==> src/rtl/booth_mult_seq_if.sv <==
// Handshake bundle between the issuing control logic and the sequential Booth multiplier.
interface booth_mult_seq_if;
  logic        start;
  logic [15:0] A;
  logic [15:0] B;
  logic [31:0] P;
  logic        busy;
  logic        done;

  modport master (output start, output A, output B, input P, input busy, input done);
  modport slave  (input start, input A, input B, output P, output busy, output done);
endinterface

==> src/rtl/booth_mult_seq.sv <==
// Radix-2 Booth 16x16 signed multiplier: one twos_comp add/sub per cycle, then an
// arithmetic right shift of {ACC, Q, q1}; product lands in P after 16 iterations.
module booth_mult_seq (
  input  logic                   clk,
  input  logic                   rst,
  booth_mult_seq_if.slave        bus
);

  typedef enum logic [1:0] {
    S_IDLE = 2'd0,
    S_RUN  = 2'd1,
    S_DONE = 2'd2
  } state_t;

  state_t      state_q, state_d;
  logic [15:0] m_q, m_d;
  logic [15:0] acc_q, acc_d;
  logic [15:0] qr_q, qr_d;
  logic        q1_q, q1_d;
  logic [4:0]  cnt_q, cnt_d;
  logic [31:0] p_q, p_d;
  logic        busy_q, busy_d;
  logic        done_q, done_d;

  logic        sub_en_s;
  logic        use_res_s;
  logic [15:0] tc_out_s;
  logic        tc_ovf_s;
  logic        cout_unused;
  logic [15:0] res_s;
  logic        sign_s;

  twos_comp u_tc (
    .A        (acc_q),
    .B        (m_q),
    .sub_en   (sub_en_s),
    .OUT      (tc_out_s),
    .Cout     (cout_unused),
    .overflow (tc_ovf_s)
  );

  // Booth pair decode and true-sign recovery of the selected partial sum.
  always_comb begin
    sub_en_s  = 1'b0;
    use_res_s = 1'b0;
    case ({qr_q[0], q1_q})
      2'b01: begin
        sub_en_s  = 1'b0;
        use_res_s = 1'b1;
      end
      2'b10: begin
        sub_en_s  = 1'b1;
        use_res_s = 1'b1;
      end
      default: begin
        sub_en_s  = 1'b0;
        use_res_s = 1'b0;
      end
    endcase
    if (use_res_s) begin
      res_s  = tc_out_s;
      sign_s = tc_out_s[15] ^ tc_ovf_s;
    end else begin
      res_s  = acc_q;
      sign_s = acc_q[15];
    end
  end

  // Next-state and next-register computation for the controller.
  always_comb begin
    state_d = state_q;
    m_d     = m_q;
    acc_d   = acc_q;
    qr_d    = qr_q;
    q1_d    = q1_q;
    cnt_d   = cnt_q;
    p_d     = p_q;
    busy_d  = busy_q;
    done_d  = 1'b0;
    case (state_q)
      S_IDLE: begin
        if (bus.start) begin
          m_d     = bus.A;
          qr_d    = bus.B;
          acc_d   = 16'd0;
          q1_d    = 1'b0;
          cnt_d   = 5'd0;
          busy_d  = 1'b1;
          state_d = S_RUN;
        end else begin
          busy_d  = 1'b0;
        end
      end
      S_RUN: begin
        acc_d = {sign_s, res_s[15:1]};
        qr_d  = {res_s[0], qr_q[15:1]};
        q1_d  = qr_q[0];
        cnt_d = cnt_q + 5'd1;
        if (cnt_q == 5'd15) begin
          p_d     = {sign_s, res_s, qr_q[15:1]};
          done_d  = 1'b1;
          state_d = S_DONE;
        end else begin
          state_d = S_RUN;
        end
      end
      S_DONE: begin
        busy_d  = 1'b0;
        state_d = S_IDLE;
      end
      default: begin
        busy_d  = 1'b0;
        state_d = S_IDLE;
      end
    endcase
  end

  // State and datapath registers; reset aborts any multiply and clears P.
  always_ff @(posedge clk or posedge rst) begin
    if (rst) begin
      state_q <= S_IDLE;
      m_q     <= 16'd0;
      acc_q   <= 16'd0;
      qr_q    <= 16'd0;
      q1_q    <= 1'b0;
      cnt_q   <= 5'd0;
      p_q     <= 32'd0;
      busy_q  <= 1'b0;
      done_q  <= 1'b0;
    end else begin
      state_q <= state_d;
      m_q     <= m_d;
      acc_q   <= acc_d;
      qr_q    <= qr_d;
      q1_q    <= q1_d;
      cnt_q   <= cnt_d;
      p_q     <= p_d;
      busy_q  <= busy_d;
      done_q  <= done_d;
    end
  end

  assign bus.P    = p_q;
  assign bus.busy = busy_q;
  assign bus.done = done_q;

endmodule

// 16-bit two's-complement add/subtract: OUT = A + B or A - B, with signed overflow.
module twos_comp (
  input  logic [15:0] A,
  input  logic [15:0] B,
  input  logic        sub_en,
  output logic [15:0] OUT,
  output logic        Cout,
  output logic        overflow
);
  logic [15:0] b_eff_s;
  logic [16:0] sum_s;

  // Subtract is add of the inverted operand with carry-in.
  always_comb begin
    b_eff_s  = B ^ {16{sub_en}};
    sum_s    = {1'b0, A} + {1'b0, b_eff_s} + {16'd0, sub_en};
    OUT      = sum_s[15:0];
    Cout     = sum_s[16];
    overflow = (A[15] == b_eff_s[15]) && (sum_s[15] != A[15]);
  end
endmodule

==> src/flat_wrapper.sv <==
// flat-port wrapper written by rule: the top's interface ports become plain ports
module booth_mult_seq_flat 
  (clk, rst, bus_start, bus_A, bus_B, bus_P, bus_busy, bus_done);
  booth_mult_seq_if bus_i ();
  input  logic clk;
  input  logic rst;
  input wire logic [$bits(bus_i.start)-1:0] bus_start;
  input wire logic [$bits(bus_i.A)-1:0] bus_A;
  input wire logic [$bits(bus_i.B)-1:0] bus_B;
  output wire logic [$bits(bus_i.P)-1:0] bus_P;
  output wire logic [$bits(bus_i.busy)-1:0] bus_busy;
  output wire logic [$bits(bus_i.done)-1:0] bus_done;
  assign bus_i.start = bus_start;
  assign bus_i.A = bus_A;
  assign bus_i.B = bus_B;
  assign bus_P = bus_i.P;
  assign bus_busy = bus_i.busy;
  assign bus_done = bus_i.done;
  booth_mult_seq u_core (.clk(clk), .rst(rst), .bus(bus_i));
endmodule
==> config.mk <==
export PLATFORM = sky130hd
export DESIGN_NAME = booth_mult_seq_flat
export DESIGN_NICKNAME = d
export VERILOG_FILES = /design/src/rtl/booth_mult_seq_if.sv /design/src/rtl/booth_mult_seq.sv /design/src/flat_wrapper.sv
export SDC_FILE = /design/constraint.sdc
export NUM_CORES = 1
export LEC_CHECK = 0
export BUFFER_PORTS_ARGS = -buffer_cell sky130_fd_sc_hd__buf_4
export CORE_ASPECT_RATIO = 1.4
export CORE_MARGIN = 4
export CORE_UTILIZATION = 30
export DETAILED_ROUTE_END_ITERATION = 6
export GPL_ROUTABILITY_DRIVEN = 0
export GPL_TIMING_DRIVEN = 0
export PLACE_DENSITY_LB_ADDON = 0.08
export SLEW_MARGIN = 20
export SYNTH_ARGS = -nofsm -noshare
export SYNTH_HDL_FRONTEND = slang
export SYNTH_SLANG_ARGS = --single-unit
==> constraint.sdc <==
create_clock -name clk -period 4.45 [get_ports clk]
set_input_delay 0.445 -clock clk [delete_from_list [all_inputs] [get_ports clk]]
set_output_delay 0.445 -clock clk [all_outputs]
set_load 0.02 [all_outputs]
==> results.yml, run 1 <==
pwr:
  pwr-share-seq_pct: 26.9
  cellInternalPower_uw: 3110
  vdd_ir_drop_max_v: 0.000353
  combPwrFrac_pct: 59.2
  p_switching_uw: 2590
  power_density_nw_per_um2: 956
  pwr-share-clk_pct: 13.9
  leakagePower_uw: 0.00275
  swShare_pct: 45.5
yosys:
  synth-async-reset-ratio_pct: 100
  synth.avg_cell_area_um2: 9.59
  yosysMostFrequentCell: "dfrtp_1"
  ys_seq_area_share_pct: 46.2
  synthesis.nets: 562
  synth.largest_area_cell: "dfrtp_1"
  yosys-top-cells-area: "dfrtp_1, nand2_1, o21ai_0, ha_1, mux2_2"
  synth_edf_count: 0
  yosys.area.top_type_share_pct: 46.2
  synth_area_um2: 4870
  ys.warnings.count: 0
  ys_top_cells_by_count: "dfrtp_1, nand2_1, o21ai_0"
  ys_types: 53
  synth-seq-cells: 90
  ys.flop_type: "dfrtp_1"
  syn_inst: 508
worst_setup_path:
  critPathKind: "register to register"
  r2r_setup_slack_ns: 0.57
  crit_start: "u_core.q1_q"
  reg2reg_depth: 12
  cp.required_ns: 4.71
  cp_max_fo: 10
  cp_slowest_cell: "a221oi_1"
  r2r-end: "u_core.acc_q[13]"
  r2r_start: "u_core.q1_q"
  slowest_delay_ns: 0.59
  cp.arrival_ns: 4.14
  end_kind: "register"
  cp_cell_sequence: "inv_1 -> ha_1 -> buf_6 -> clkbuf_1 -> xor2_1 -> fa_1 -> a21o_1 -> a221oi_1 -> o21bai_1 -> a21oi_1 -> mux2_2 -> o31ai_1"
  start_kind: "register"
  endpoint: "u_core.acc_q[13]"
layout:
  fillers: 1614
  layoutNonFillerInstCount: 789
  synthToLayoutAreaGrowth_pct: 22.4
  post_route_cells_drive_above_1_share_pct: 20.4
  diodes: 0
  final_net_count: 642
floorplan:
  io_pins: 69
  die_w_um: 116
  fp-row-count: 54
  dieHeight_um: 159
  coreArea_um2: 15700
  start_util_pct: 30.9
  die_area_um2: 18400
clock_tree:
  cts_post_setup_buffers_inserted: 0
  clk_latency_ns: 0.35
  cts_sinks: 90
  cts_tree: "built"
  cts_root_buf: "clkbuf_16"
  cts_buffer_depth: 2
  ctsHoldBuffers: 0
  cts_resized: 0
  cts_max_level: 3
  cts-buffers-inserted: 9
  clk_pin_slew_ns: 0.07
global_routing:
  overflow: 0
  grt_pass1_vias: 4196
  track_usage_pct: 15.6
  antenna_found_initial: 0
  grt_max_degree: 72
  grt_pass1_wl_um: 22500
hold_path:
  hold_class: "input port to asynchronous set/reset pin"
drt:
  vias: 3959
  wire_per_inst_um: 17.4
  final_antenna_net_count: 0
  vias_per_cell: 5.02
  first_pass_iters: 4
  routed_wl_um: 13800
  drtIter0Drc: 169
  drc_errors: 0
status:
  status: "complete, no violations"
timing:
  fin_ws_ns: 0.565
  min_period_ns: 3.88
  finalHoldViolations: 0
  whs_ns: 0.0209
  finalMaxSlewViolations: 0
  setup_viol: 0
  fin_worst_skew_ns: 0.00765
  rsz0062_at_grt: "false"
  fmax_ghz: 0.257
  finalCritPeriodShare_pct: 87.3
  fin_tns_setup_ns: 0
  worst_slew_pin_slew_ns: 0.807
  max_slew_margin_pct: 45.5
placed_design:
  dp_cells: 773
  dp_slack_ns: 0.483
  place.detailed.hpwl_um: 10000
  port_buffers: 68
job:
  maxCapViolations: 0
[per-stage QoR]
stage	cell area [µm²]	total power [µW]	util (%)
finish	5960	5700	37.9
detailed placement	5660	4940	35.9
CTS	5960	5770	37.9
global route	5960	6210	37.9
global placement	5630	4900	35.7
floorplan	4870	3920	-
[per-layer routing]
layer / wire length (µm) / global-route usage (%) / part of all wire [%]
met1: 5880 / 19.2 / 43
met2: 7210 / 27.2 / 52
met3: 440 / 2.67 / 3.2
met4: 235 / 5.49 / 1.7
met5: 0 / 0 / 0
[sequential cells by signal, summed over array words and instances, names as in the netlist, 2 cells and up]
| signal | count |
|---|---|
| u_core.bus.P | 32 |
| u_core.acc_q | 16 |
| u_core.m_q | 16 |
| u_core.qr_q | 16 |
| u_core.cnt_q | 5 |
| u_core.state_q | 2 |
[critical path, delay by kind of cell (launching register included)]
kind,cells,cell delay (ns)
xor+xnor,1,0.23
buf+inv,3,0.77
flops,1,0.38
mux,1,0.38
fa+ha+maj,2,0.63
compound gates,5,1.40
[placed cells by master, fill, tap and decap left out, types with 2 or more instances in the layout]
master,netlist,routed
dfrtp_1,90,90
nand2_1,83,83
buf_4,0,68
o21ai_0,48,48
a21oi_1,41,41
clkbuf_1,21,22
mux2_2,20,20
xor2_1,20,20
nor2b_1,19,19
ha_1,18,18
nand3_1,16,16
nor2_1,15,15
a22oi_1,15,15
mux2i_1,11,11
clkbuf_16,0,9
inv_1,7,6
and3_1,6,6
xnor2_1,5,5
a22o_1,5,5
a32oi_1,4,4
nand4_1,4,4
o21bai_1,4,4
a21o_1,4,4
o31ai_1,4,4
buf_1,3,3
clkbuf_8,2,3
nor3_1,3,3
nand2b_1,3,3
nor3b_1,3,3
o21a_1,3,3
inv_6,0,3
o211ai_1,2,2
a21o_2,2,2
or3b_2,2,2
nor4b_1,2,2
buf_2,2,2
nand3b_1,2,2
[worst min-delay path by stage]
| stage | slack (ns) | to | startpoint |
|---|---|---|---|
| finish | 0.02 | u_core.bus.P[5] | rst |
| global route | 0.03 | u_core.bus.done | rst |
| CTS | 0.01 | u_core.bus.done | rst |
| detailed placement | 0.40 | u_core.bus.done | rst |
| global placement | 0.46 | u_core.bus.P[2] | u_core.bus.P[2] |
| floorplan | 0.45 | u_core.cnt_q[4] | u_core.cnt_q[4] |
[cell families (layout without fill, tap and decap cells)]
kind of cell | count (synthesis) | in the layout | share of synthesized area [%]
AO/OA/AOI/OAI | 137 | 137 | 17.0
XOR/XNOR | 25 | 25 | 4.50
adder cells (fa/ha/maj) | 19 | 19 | 5.04
buffers and inverters | 38 | 123 | 3.57
flip-flops | 90 | 90 | 46.2
multiplexers | 32 | 32 | 7.19
AND/OR/NAND/NOR | 167 | 167 | 16.4
[power groups by stage]
| stage | clock network [µW] | logic [µW] | registers [µW] |
|---|---|---|---|
| global route | 850 | 3760 | 1600 |
| global placement | 0 | 3360 | 1540 |
| CTS | 823 | 3410 | 1540 |
| detailed placement | 0 | 3390 | 1550 |
| floorplan | 0 | 2270 | 1650 |
| finish | 795 | 3370 | 1530 |
[cell type report]
cell class	count	area [µm²]	area share, %
clock inverters	5	60.1	1.01
flip-flops and latches	90	2250	37.8
inverters	8	35.0	0.588
clock buffers	11	243	4.07
well taps	196	245	4.11
multi-input cells	380	2440	41.0
repair buffers	69	538	9.03
plain buffers	30	144	2.41
Note: power is estimated with default switching activity, not from simulation.
==> run 2, diff against run 1 <==
Settings changed: SYNTH_HIERARCHICAL set to 1.
Clock period 4.45 ns to 4.85 ns, I/O delays scaled along.
==> run 2 against run 1 <==
Utilization is 0.23 points higher. Final area is 2.9% lower. Critical path type unchanged. Via count is 14% lower. Critical path depth is 2 higher. Largest power group unchanged.
==> results.yml, run 2 <==
pwr:
  pwr-share-seq_pct: 27.0
  cellInternalPower_uw: 2920
  swShare_pct: 43.1
  power_density_nw_per_um2: 887
  combPwrFrac_pct: 59.0
  vdd_ir_drop_max_v: 0.000246
  leakagePower_uw: 0.00278
  p_switching_uw: 2210
  pwr-share-clk_pct: 14.0
global_routing:
  grt_pass1_wl_um: 20000
  antenna_found_initial: 0
  grt_max_degree: 52
  grt_pass1_vias: 3831
  overflow: 0
  track_usage_pct: 14.3
layout:
  multi_input_area_um2: 2270
  post_route_cells_drive_above_1_share_pct: 28.0
  synthToLayoutAreaGrowth_pct: 23.2
  final_common_cell: "dfrtp_1"
  layoutNonFillerInstCount: 709
  ff_latch_area_um2: 2250
  fillers: 1515
  largest_register_ffs: 32
  final_util_pct: 38.1
  final_cell_mix: "dfrtp_1, buf_4, o21ai_0, nand2_1, mux2_2"
  final_net_count: 567
  diodes: 0
placed_design:
  port_buffers: 68
  dp_cells: 693
  place.detailed.hpwl_um: 8550
hold_path:
  hold_class: "input port to asynchronous set/reset pin"
clock_tree:
  cts_tree: "built"
  cts_resized: 0
  cts_max_level: 3
  clk_latency_ns: 0.35
  cts-buffers-inserted: 9
  cts_buffer_depth: 2
  cts_root_buf: "clkbuf_16"
  cts_sinks: 90
  clk_pin_slew_ns: 0.07
  cts_post_setup_buffers_inserted: 0
  ctsHoldBuffers: 0
drt:
  vias: 3418
  drtIter0Drc: 94
  vias_per_cell: 4.82
  routed_wl_um: 11800
  wire_per_inst_um: 16.6
  final_antenna_net_count: 0
  first_pass_iters: 7
  drc_errors: 0
timing:
  setup_viol: 0
  fin_tns_setup_ns: 0
  finalMaxSlewViolations: 0
  min_period_ns: 3.70
  max_slew_margin_pct: 63.3
  whs_ns: 0.143
  fin_worst_skew_ns: 0.00795
  finalCritPeriodShare_pct: 76.3
  fmax_ghz: 0.270
  worst_slew_pin_slew_ns: 0.551
  finalHoldViolations: 0
  rsz0062_at_grt: "false"
worst_setup_path:
  r2r_setup_slack_ns: 1.15
  cp_slowest_cell: "dfrtp_1"
  slowest_delay_ns: 0.43
  r2r_start: "u_core/qr_q[0]"
  reg2reg_depth: 14
  start_kind: "register"
  r2r-end: "u_core/bus.P[31]"
  cp.required_ns: 5.08
  critPathKind: "register to register"
  crit_top_cell: "ha_1"
  end_kind: "register"
  cp_num_buf_inv: 2
  crit_family: "compound AO/OA/AOI/OAI gates"
  cp.arrival_ns: 3.93
  cp_cell_sequence: "ha_1 -> buf_6 -> buf_2 -> xor2_1 -> ha_1 -> o21a_2 -> o211ai_1 -> a31oi_4 -> nand4_2 -> a41oi_2 -> mux2_1 -> xnor2_1 -> o21ai_0 -> mux2_2"
  cp_max_fo: 10
yosys:
  synth_area_um2: 4700
  synth.avg_cell_area_um2: 10.9
  synthesis.nets: 487
  syn_inst: 432
  ys.warnings.count: 6
floorplan:
  fp-row-count: 53
  start_util_pct: 30.9
  dieHeight_um: 156
  io_pins: 69
  coreArea_um2: 15200
  die_w_um: 114
  die_area_um2: 17700
job:
  maxCapViolations: 0
status:
  status: "complete, no violations"
-- run 2: changes by cell type in the layout (fill, tap and decap cells not counted), moves of 11 or more --
cell | before | now
clkbuf_1 | 22 | 8
mux2_2 | 20 | 31
nor2_1 | 15 | 2
nand3_1 | 16 | 4
a21oi_1 | 41 | 27
nand2_1 | 83 | 52
-- run 2: worst register-to-register path, delay by kind of cell (launching register included) --
family                     cells  cell delay [ns]
muxes                          2             0.66
AOI/OAI and AO/OA              5             0.93
xor gates and xnor gates       2             0.42
adders and majority gates      2             0.59
buffers and inverters          2             0.39
and+or+nand+nor                1             0.17
DFF                            1             0.43
-- run 2: per-stage QoR --
stage	instance area, µm²	total power, µW	setup slack (ns)
after CTS	5790	5220	1.13
final	5790	5130	1.15
after detailed placement	5480	4460	1.14
after global routing	5790	5630	0.906
after global placement	5450	4410	0.687
after floorplan	4700	3640	1.66
-- run 2: metal layers --
metal | share of wire, % | wire [µm] | vias up | global-route usage, %
met4 | 3.6 | 427 | 0 | 7.90
met2 | 49 | 5810 | 77 | 24.0
met3 | 3.5 | 415 | 22 | 2.10
li1 | - | - | 1678 | -
met5 | 0 | 0 | - | 0
met1 | 44 | 5130 | 1641 | 17.6
-- run 2: final cells by class --
type	count	share of cell area, %
Multi-Input combinational cell	307	39.2
Sequential cell	90	38.9
Timing Repair Buffer	69	9.30
Clock buffer	12	4.43
Tap cell	192	4.15
Buffer	24	2.36
Clock inverter	4	0.865
Inverter	11	0.800
-- run 2: how the worst max path moves through the flow --
stage                   startpoint  depth (start not counted)          endpoint
finish              u_core/qr_q[0]                         14  u_core/bus.P[31]
global route        u_core/qr_q[0]                         14  u_core/bus.P[31]
CTS                 u_core/qr_q[0]                         14  u_core/bus.P[31]
detailed placement  u_core/qr_q[0]                         14  u_core/bus.P[31]
global placement               rst                          2  u_core/bus.P[27]
floorplan           u_core/qr_q[0]                         14  u_core/bus.P[31]
-- run 2: power by group through the flow --
stage / Combinational, µW / Sequential, µW / Clock [µW]
finish: 3030 / 1390 / 720
global route: 3410 / 1440 / 784
global placement: 3010 / 1390 / 0
CTS: 3070 / 1390 / 751
floorplan: 2160 / 1480 / 0
detailed placement: 3060 / 1400 / 0
